==> config.mk <==
export PLATFORM = sky130hd
export DESIGN_NAME = logic_sweep_unit
export DESIGN_NICKNAME = d
export VERILOG_FILES = /design/src/rtl/logic_sweep_pkg.sv /design/src/rtl/logic_sweep_unit_gate_reduce.sv /design/src/rtl/logic_sweep_unit.sv
export SDC_FILE = /design/constraint.sdc
export NUM_CORES = 1
export LEC_CHECK = 0
export ABC_AREA = 0
export BUFFER_PORTS_ARGS = -buffer_cell sky130_fd_sc_hd__buf_2
export CELL_PAD_IN_SITES_DETAIL_PLACEMENT = 1
export CELL_PAD_IN_SITES_GLOBAL_PLACEMENT = 2
export CORE_UTILIZATION = 33
export CTS_CLUSTER_DIAMETER = 30
export DETAILED_ROUTE_END_ITERATION = 16
export GPL_ROUTABILITY_DRIVEN = 0
export PLACE_DENSITY = 0.86
export SETUP_SLACK_MARGIN = 0.2
export SLEW_MARGIN = 20
export SYNTH_ARGS = -nofsm -noshare
export SYNTH_HDL_FRONTEND = slang
export SYNTH_HIERARCHICAL = 1
export SYNTH_SLANG_ARGS = --single-unit
==> constraint.sdc <==
create_clock -name clk -period 3.32 [get_ports clk]
set_input_delay 0.996 -clock clk [delete_from_list [all_inputs] [get_ports clk]]
set_output_delay 0.996 -clock clk [all_outputs]
set_load 0.02 [all_outputs]
==> src/rtl/logic_sweep_pkg.sv <==
// Shared types and the reference gate function for the logic sweep engine.
package logic_sweep_pkg;

    typedef enum logic [1:0] {
        ModeAnd  = 2'd0,
        ModeOr   = 2'd1,
        ModeXor  = 2'd2,
        ModeNand = 2'd3
    } mode_e;

    typedef enum logic [1:0] {
        StIdle = 2'd0,
        StRun  = 2'd1,
        StDone = 2'd2
    } state_e;

    // Evaluates the gate over the low n bits of v; bits above n are ignored.
    function automatic logic gate_op(mode_e m, logic [7:0] v, int n);
        logic [7:0] mask;
        logic       res;
        mask = 8'hff >> (8 - n);
        unique case (m)
            ModeAnd:  res = &(v | ~mask);
            ModeOr:   res = |(v & mask);
            ModeXor:  res = ^(v & mask);
            ModeNand: res = ~&(v | ~mask);
            default:  res = 1'b0;
        endcase
        return res;
    endfunction

endpackage

==> src/rtl/logic_sweep_unit_gate_reduce.sv <==
// Combinational N-input gate: reduces the vector under the selected mode.
module gate_reduce
    import logic_sweep_pkg::*;
#(
    parameter int unsigned N = 4
) (
    input  mode_e          mode,
    input  logic [N-1:0]   v,
    output logic           y
);

    logic [7:0] v_ext;

    always_comb begin
        v_ext        = '0;
        v_ext[N-1:0] = v;
        y            = gate_op(mode, v_ext, int'(N));
    end

endmodule

==> src/rtl/logic_sweep_unit.sv <==
// Self-running truth-table sweeper: walks all 2^N vectors, holding each STEP cycles,
// and counts how many of them drive the selected gate high.
module logic_sweep_unit
    import logic_sweep_pkg::*;
#(
    parameter int unsigned N    = 4,
    parameter int unsigned STEP = 1
) (
    input  logic         clk,
    input  logic         reset,
    input  logic         start,
    input  logic [1:0]   mode,
    output logic [N-1:0] vec,
    output logic         f,
    output logic         busy,
    output logic         done,
    output logic [N:0]   ones_count
);

    localparam int unsigned  DW        = (STEP > 1) ? $clog2(STEP) : 1;
    localparam logic [N-1:0] VecLast   = '1;
    localparam logic [DW-1:0] DwellLast = DW'(STEP - 1);

    state_e        state_q, state_d;
    mode_e         mode_q, mode_d;
    logic [DW-1:0] dwell_q, dwell_d;
    logic [N-1:0]  vec_q, vec_d;
    logic          f_q, f_d;
    logic [N:0]    ones_q, ones_d;
    logic          busy_q, busy_d;
    logic          done_q, done_d;

    logic          accept;
    mode_e         mode_nxt;
    logic [N-1:0]  vec_nxt;
    logic          f_nxt;

    // The single gate instance always looks at the vector about to be loaded,
    // so f and ones_count update in the same cycle vec does.
    assign accept   = (state_q == StIdle) && start;
    assign mode_nxt = accept ? mode_e'(mode) : mode_q;
    assign vec_nxt  = accept ? '0 : vec_q + N'(1);

    gate_reduce #(
        .N (N)
    ) u_gate (
        .mode (mode_nxt),
        .v    (vec_nxt),
        .y    (f_nxt)
    );

    always_comb begin
        state_d = state_q;
        mode_d  = mode_q;
        dwell_d = dwell_q;
        vec_d   = vec_q;
        f_d     = f_q;
        ones_d  = ones_q;
        unique case (state_q)
            StIdle: begin
                if (start) begin
                    state_d = StRun;
                    mode_d  = mode_e'(mode);
                    vec_d   = '0;
                    f_d     = f_nxt;
                    ones_d  = (N+1)'(f_nxt);
                    dwell_d = '0;
                end
            end
            StRun: begin
                if (dwell_q == DwellLast) begin
                    dwell_d = '0;
                    if (vec_q != VecLast) begin
                        vec_d  = vec_nxt;
                        f_d    = f_nxt;
                        ones_d = ones_q + (N+1)'(f_nxt);
                    end else begin
                        state_d = StDone;
                    end
                end else begin
                    dwell_d = dwell_q + DW'(1);
                end
            end
            StDone:  state_d = StIdle;
            default: state_d = StIdle;
        endcase
        busy_d = (state_d == StRun);
        done_d = (state_d == StDone);
    end

    always_ff @(posedge clk or posedge reset) begin
        if (reset) begin
            state_q <= StIdle;
            mode_q  <= ModeAnd;
            dwell_q <= '0;
            vec_q   <= '0;
            f_q     <= 1'b0;
            ones_q  <= '0;
            busy_q  <= 1'b0;
            done_q  <= 1'b0;
        end else begin
            state_q <= state_d;
            mode_q  <= mode_d;
            dwell_q <= dwell_d;
            vec_q   <= vec_d;
            f_q     <= f_d;
            ones_q  <= ones_d;
            busy_q  <= busy_d;
            done_q  <= done_d;
        end
    end

    assign vec        = vec_q;
    assign f          = f_q;
    assign busy       = busy_q;
    assign done       = done_q;
    assign ones_count = ones_q;

endmodule
* Word level (Yosys, flattened, before mapping) *
Cells that the tools add are included.

cells by class
  add/subtract/negate cells = 3
  eq/ne operators = 10
  muxes and demuxes = 22
  reduce and logical (&&, ||, !) cells = 11

operators with widths
  operator                                        count
  two-way mux 4 bit                               4
  two-way mux 5 bit                               3
  one-hot mux 5 bit (2 select lines)              1
  two-way mux 2 bit                               4
  one-hot mux 4 bit (2 select lines)              1
  AND reduction 4 bit                             2
  XOR reduction 8 bit                             1
  == test 2 x 1 -> 1 bit (second input constant)  3
  == test 2 bit (second input constant)           3
  inequality test 2 bit (second input constant)   3
  adder 5 x 1 -> 5 bit                            1
  two-way mux 1 bit                               5
  adder 4 x 1 -> 4 bit (second input constant)    1
  zero test 2 bit                                 2
  inequality test 4 bit (second input constant)   1
  one-hot mux 1 bit (2 select lines)              2
  one-hot mux 1 bit (4 select lines)              1
  one-hot mux 2 bit (2 select lines)              1
  AND reduction 2 bit                             2
  OR reduction 4 bit                              1
  nonzero test 2 bit                              1
  adder 1 bit (second input constant)             1
  logical AND 1 bit                               1
  zero test 1 bit                                 1

storage, ports and cells
  register bits = 17
  output and inout port bits = 12
  logic and storage cells = 54

* Depth between registers and ports, before layout *
  word-level depth = 10
  gate-level depth with buffers = 13
  mapped depth without buffers = 13

* By module *
Netlist, hierarchy kept.

modules (own cells, without submodules)
  module            instances  cells each  area each (um^2)  seq. area each (um^2)
  logic_sweep_unit  1          79          803.3             400.4
  gate_reduce       1          14          107.6             0.0

* Least setup slack after synthesis *
No wires, ideal clock.

  kind = input port to flip-flop
  start = in start
  end = reg ones_q[2] (netlist: ones_count[2])
  setup time = 0.077 ns
  arrival time = 3.196 ns
  data required time = 3.243 ns
  slack = 0.046 ns
  stages = 13
  path buffers = 1
  cell sequence = or3b_1 > buf_2 > and2_1 > inv_1 > ha_1 > xnor2_1 > a211oi_1 > a31o_1 > ha_1 > ha_1 > nand3b_1 > or3_1 > a21oi_1

between the ends
  cells in the longest elaborated chain, start to end = 9
  elaborated cells on any way between the ends = 18

RTL lines
  element                               RTL line                                      source
  start, declared                       logic_sweep_unit.sv:11                        input logic start,
  logical AND 1 bit *                   logic_sweep_unit.sv:40                        assign accept = (state_q == StIdle) && start;
  two-way mux 4 bit *                   logic_sweep_unit.sv:42                        assign vec_nxt = accept ? '0 : vec_q + N'(1);
  net vec_nxt[1]                        logic_sweep_unit.sv:35                        logic [N-1:0] vec_nxt;
  AND reduction 4 bit                   logic_sweep_pkg.sv:23, logic_sweep_pkg.sv:26
  zero test 1 bit                       logic_sweep_pkg.sv:26                         ModeNand: res = ~&(v | ~mask);
  one-hot mux 1 bit (4 select lines) *  logic_sweep_pkg.sv:22                         unique case (m)
  adder 5 x 1 -> 5 bit *                logic_sweep_unit.sv:76                        ones_d = ones_q + (N+1)'(f_nxt);
  two-way mux 5 bit *                   logic_sweep_unit.sv:73                        if (vec_q != VecLast) begin
  two-way mux 5 bit *                   logic_sweep_unit.sv:71                        if (dwell_q == DwellLast) begin
  one-hot mux 5 bit (2 select lines) *  logic_sweep_unit.sv:59                        unique case (state_q)
  end signal, assigned                  logic_sweep_unit.sv:107                       ones_q <= ones_d;
  end, declared                         logic_sweep_unit.sv:29                        logic [N:0] ones_q, ones_d;

Mark *: on every way through the listed nets, which the timed path passes. The rest lies on a longest branch. The select of a mux whose other input is x is not followed.
A chain may end at the register's enable or synchronous reset.

* Worst setup path after layout *
Ends and elaborated chain as after synthesis.

==> metrics.log <==
[metrics] outcome: finished clean
[metrics] via total after detailed routing: between 700 and 800
[metrics] endpoint of the worst hold-timing path: ones_count[4]
[metrics] Placed Instances: 140
[metrics] Final setup viols: 0
[metrics] Clock Sinks: 16
[metrics] kind of start point of the critical path: input port
[metrics] diode count: 0
[metrics] vertical die dimension: between 50 and 60 µm
[metrics] count of pins on the block boundary: 17
[metrics] final global-route overflow total: 0
[metrics] LEAKAGE: between 0.5 and 0.6 nW
[metrics] final standard cell utilization of the core: 0.4292
[metrics] half-perimeter wire length after detailed placement: ~1500 µm
[metrics] slowest stage cell, crit path: or3b_1
[metrics] transition time at the pin with the least slew margin: roughly 0.62 ns
[metrics] reg2reg path depth: 13
[metrics] count of cells resized by post-cts repair: 0
[metrics] kind of end point of the critical path: flip-flop
[metrics] IR drop worst, VDD: a little over 0.5 mV
[metrics] # H-tree levels: 1
[metrics] largest net degree at the start of global routing: 17
[metrics] setup slack after placement: -0.08924 ns
[metrics] crit-path max FO: 3
[metrics] area of the multi-input gates: between 400 and 500 µm²
[metrics] post-route worst setup slack: roughly 0.24 ns
[metrics] worst setup slack for register-to-register paths: ~0.45 ns
[metrics] max-slew violation count: 0
[metrics] Distinct cells, synth: 34
[metrics] sequential cell area in the final layout: approximately 400 µm²
[metrics] first-pass GRT wire length: around 3300 µm
[metrics] RSZ-0062 raised after global routing: true
[metrics] via/cell ratio: around 5.2
[metrics] clock skew after layout: 0.004053 ns
[metrics] per-instance average area after synthesis: ~10 µm²
[metrics] register bit count reported by yosys: 16
[metrics] beginning of the worst hold path: ones_count[4]
[metrics] number of design rule violations left after detail routing: 0
[metrics] Synth Warn #: 6
[metrics] final critical-path share of the clock period: 0.9269
[metrics] net count after synthesis: between 100 and 150
[metrics] final antenna-violating net count: 0
[metrics] Post CTS Setup Buffer Count: 0
[metrics] CP Data Arrival Time: 3.30 ns
[metrics] Worst path most repeated cell: ha_2
[metrics] filler cell count: 327
[metrics] worst rel slew slack: 0.5831
[metrics] sequential cell area fraction in the yosys report: 0.4396
[metrics] longest individual stage delay on the worst path: approximately 0.36 ns
[metrics] initial antenna violation count: 0
[metrics] library cell used as clock root buffer: clkbuf_4
[metrics] final period demand of the worst path: 3.077 ns
[metrics] fmax: 325.0 MHz
[metrics] overall routed net length: 1973 µm
[metrics] initial DRC count: 2
[metrics] fraction of layout instances using a drive strength above 1: 0.2895
[metrics] Max-Cap Viols: 0
[metrics] number of port buffers: 16
[metrics] cells along the critical path: buf_2, or3b_1, and2_4, inv_2, ha_4, xnor2_1, a211oi_1, a31o_1, ha_2, ha_2, nand3b_1, or3_1, a21oi_1
[metrics] worst reg2reg endpoint: ones_count[2]
[metrics] count of standard-cell rows: 18
[metrics] top cells by area in the synthesized netlist: dfrtp_1, ha_1, nand2_1, nand3_1, inv_1
[metrics] clock latency of the later-clocked register in the worst-skew pair: 0.28 ns
[metrics] area of the die: about 0.0030 mm²
[metrics] Worst EP required: ~3.5 ns
[metrics] clock tree from TritonCTS: built
[metrics] final cell count without fillers: 144
[metrics] summed negative setup slack over all endpoints: 0 ns
[metrics] clock input transition at the sequential cells of the worst setup and hold paths: approximately 0.10 ns
[metrics] critical register-to-register path startpoint: vec[0]
[metrics] Total Routing Usage GR: 0.1585
[metrics] fraction of synthesized cell area taken by the top area cell type: 0.4396
[metrics] number of detailed-routing iterations run before antenna repair: 4
[metrics] initial core utilization: 0.3579
[metrics] die width: ~55 µm
[metrics] class of the worst hold path: flip-flop to flip-flop
[metrics] Hold-fix buffers, CTS: 0
[metrics] count of nets after finishing: roughly 130
[metrics] category of the most critical setup path: input port to flip-flop
[metrics] growth of design area from synthesis to finish: 19.92%
[metrics] total power consumption of the routed design: roughly 0.0011 W
[metrics] vias in the first global route: ~700
[metrics] most frequent cells in the layout: dfrtp_1, buf_2, nand2_1
[metrics] Syn Inst Count: 93
[metrics] Final Hold Violating Endpoints: 0
[metrics] Max Root-Sink Buffers: 2
[metrics] most area-hungry cell type in the Yosys netlist: dfrtp_1
[metrics] Worst Hold Path Cells: 1
[metrics] Inserted Clock Buffers: 3
[metrics] power density cells: ~1000 mW/mm²
[metrics] Core Footprint: around 0.0025 mm²
[metrics] average wire per cell in the routed design: roughly 14 µm
[metrics] Syn Std Cell Area: approximately 910 µm²
-- synth_stat cells --
| library cell | number |
|---|---|
| a21oi_2 | 1 |
| o21ai_0 | 4 |
| and3_1 | 1 |
| ha_1 | 7 |
| nor2b_1 | 1 |
| a31o_1 | 1 |
| a22o_1 | 1 |
| dfrtp_1 | 16 |
| nand2b_1 | 1 |
| a22oi_1 | 1 |
| o311ai_0 | 1 |
| or3b_1 | 1 |
| inv_1 | 7 |
| a21oi_1 | 3 |
| o2bb2ai_1 | 1 |
| and2_1 | 1 |
| or3_1 | 2 |
| buf_6 | 2 |
| nand3b_1 | 2 |
| and2b_2 | 1 |
| xnor2_1 | 2 |
| xor2_1 | 1 |
| mux2_1 | 1 |
| o31ai_1 | 1 |
| nor3b_1 | 1 |
| buf_2 | 1 |
| nor2_1 | 7 |
| nand3_1 | 6 |
| nand2_1 | 11 |
| mux2i_1 | 2 |
| o22ai_1 | 1 |
| nor3_1 | 2 |
| a211oi_1 | 1 |
| nor3b_4 | 1 |
-- registers in the layout, indices dropped and copies added, names as in the netlist --
register	count
busy	1
done	1
f	1
mode_q	2
ones_count	5
state_q	2
vec	4
-- critical path: cells and delay by family --
kind	cells	cell delay [ns]
XOR/XNOR	1	0.12
buffers and inverters	2	0.15
AO/OA/AOI/OAI	3	0.51
adder cells (fa/ha/maj)	3	0.54
AND/OR/NAND/NOR	4	0.97
-- final cells by class --
cell class,instances,area share
Multi-Input combinational cell,67,0.4410
Clock buffer,4,0.03322
Sequential cell,16,0.3666
Timing Repair Buffer,20,0.1008
Tap cell,30,0.03436
Inverter,7,0.02405
-- power by group --
part	internal [W]	total [W]	switching (W)
Combinational	0.000294	0.000652	0.000358
Sequential	0.000271	0.000347	0.0000755
Clock	0.0000667	0.000131	0.0000646
Total	0.000632	0.00113	0.000498
-- per-layer routing --
metal / routed length (µm) / global-route usage / up-vias
li1: - / - / 361
met1: 946 / 0.2170 / 378
met2: 955 / 0.2581 / 10
met3: 60 / 0.02778 / 2
met4: 10 / 0.03846 / 0
met5: 0 / 0 / -
-- stage by stage --
step	hold WS [ns]	instance area, µm²
2_1_floorplan	0.4610	942.2
3_3_place_gp	0.4581	1056
3_5_place_dp	0.4716	1056
4_1_cts	0.4858	1092
5_1_grt	0.5052	1092
6_report	0.4825	1092
-- cell families after synthesis --
| kind of cell | count (synthesis) | share of synthesized area |
|---|---|---|
| adder cells (fa/ha/maj) | 7 | 0.09615 |
| flip-flops | 16 | 0.4396 |
| XOR/XNOR | 3 | 0.02885 |
| buffers and inverters | 10 | 0.05906 |
| multiplexers | 3 | 0.03434 |
| AO/OA/AOI/OAI | 16 | 0.1182 |
| AND/OR/NAND/NOR | 38 | 0.2239 |
-- how the worst max path moves through the flow --
stage / slack [ns] / to / depth (start not counted) / from
after floorplan: 0.09 / ones_count[2] / 13 / start
after detailed placement: -0.09 / ones_count[2] / 13 / start
after global routing: 0.14 / ones_count[2] / 13 / start
after global placement: -0.02 / ones_count[2] / 13 / start
final: 0.24 / ones_count[2] / 13 / start
after CTS: 0.23 / ones_count[2] / 13 / start
Note: power is estimated with default switching activity, not from simulation.
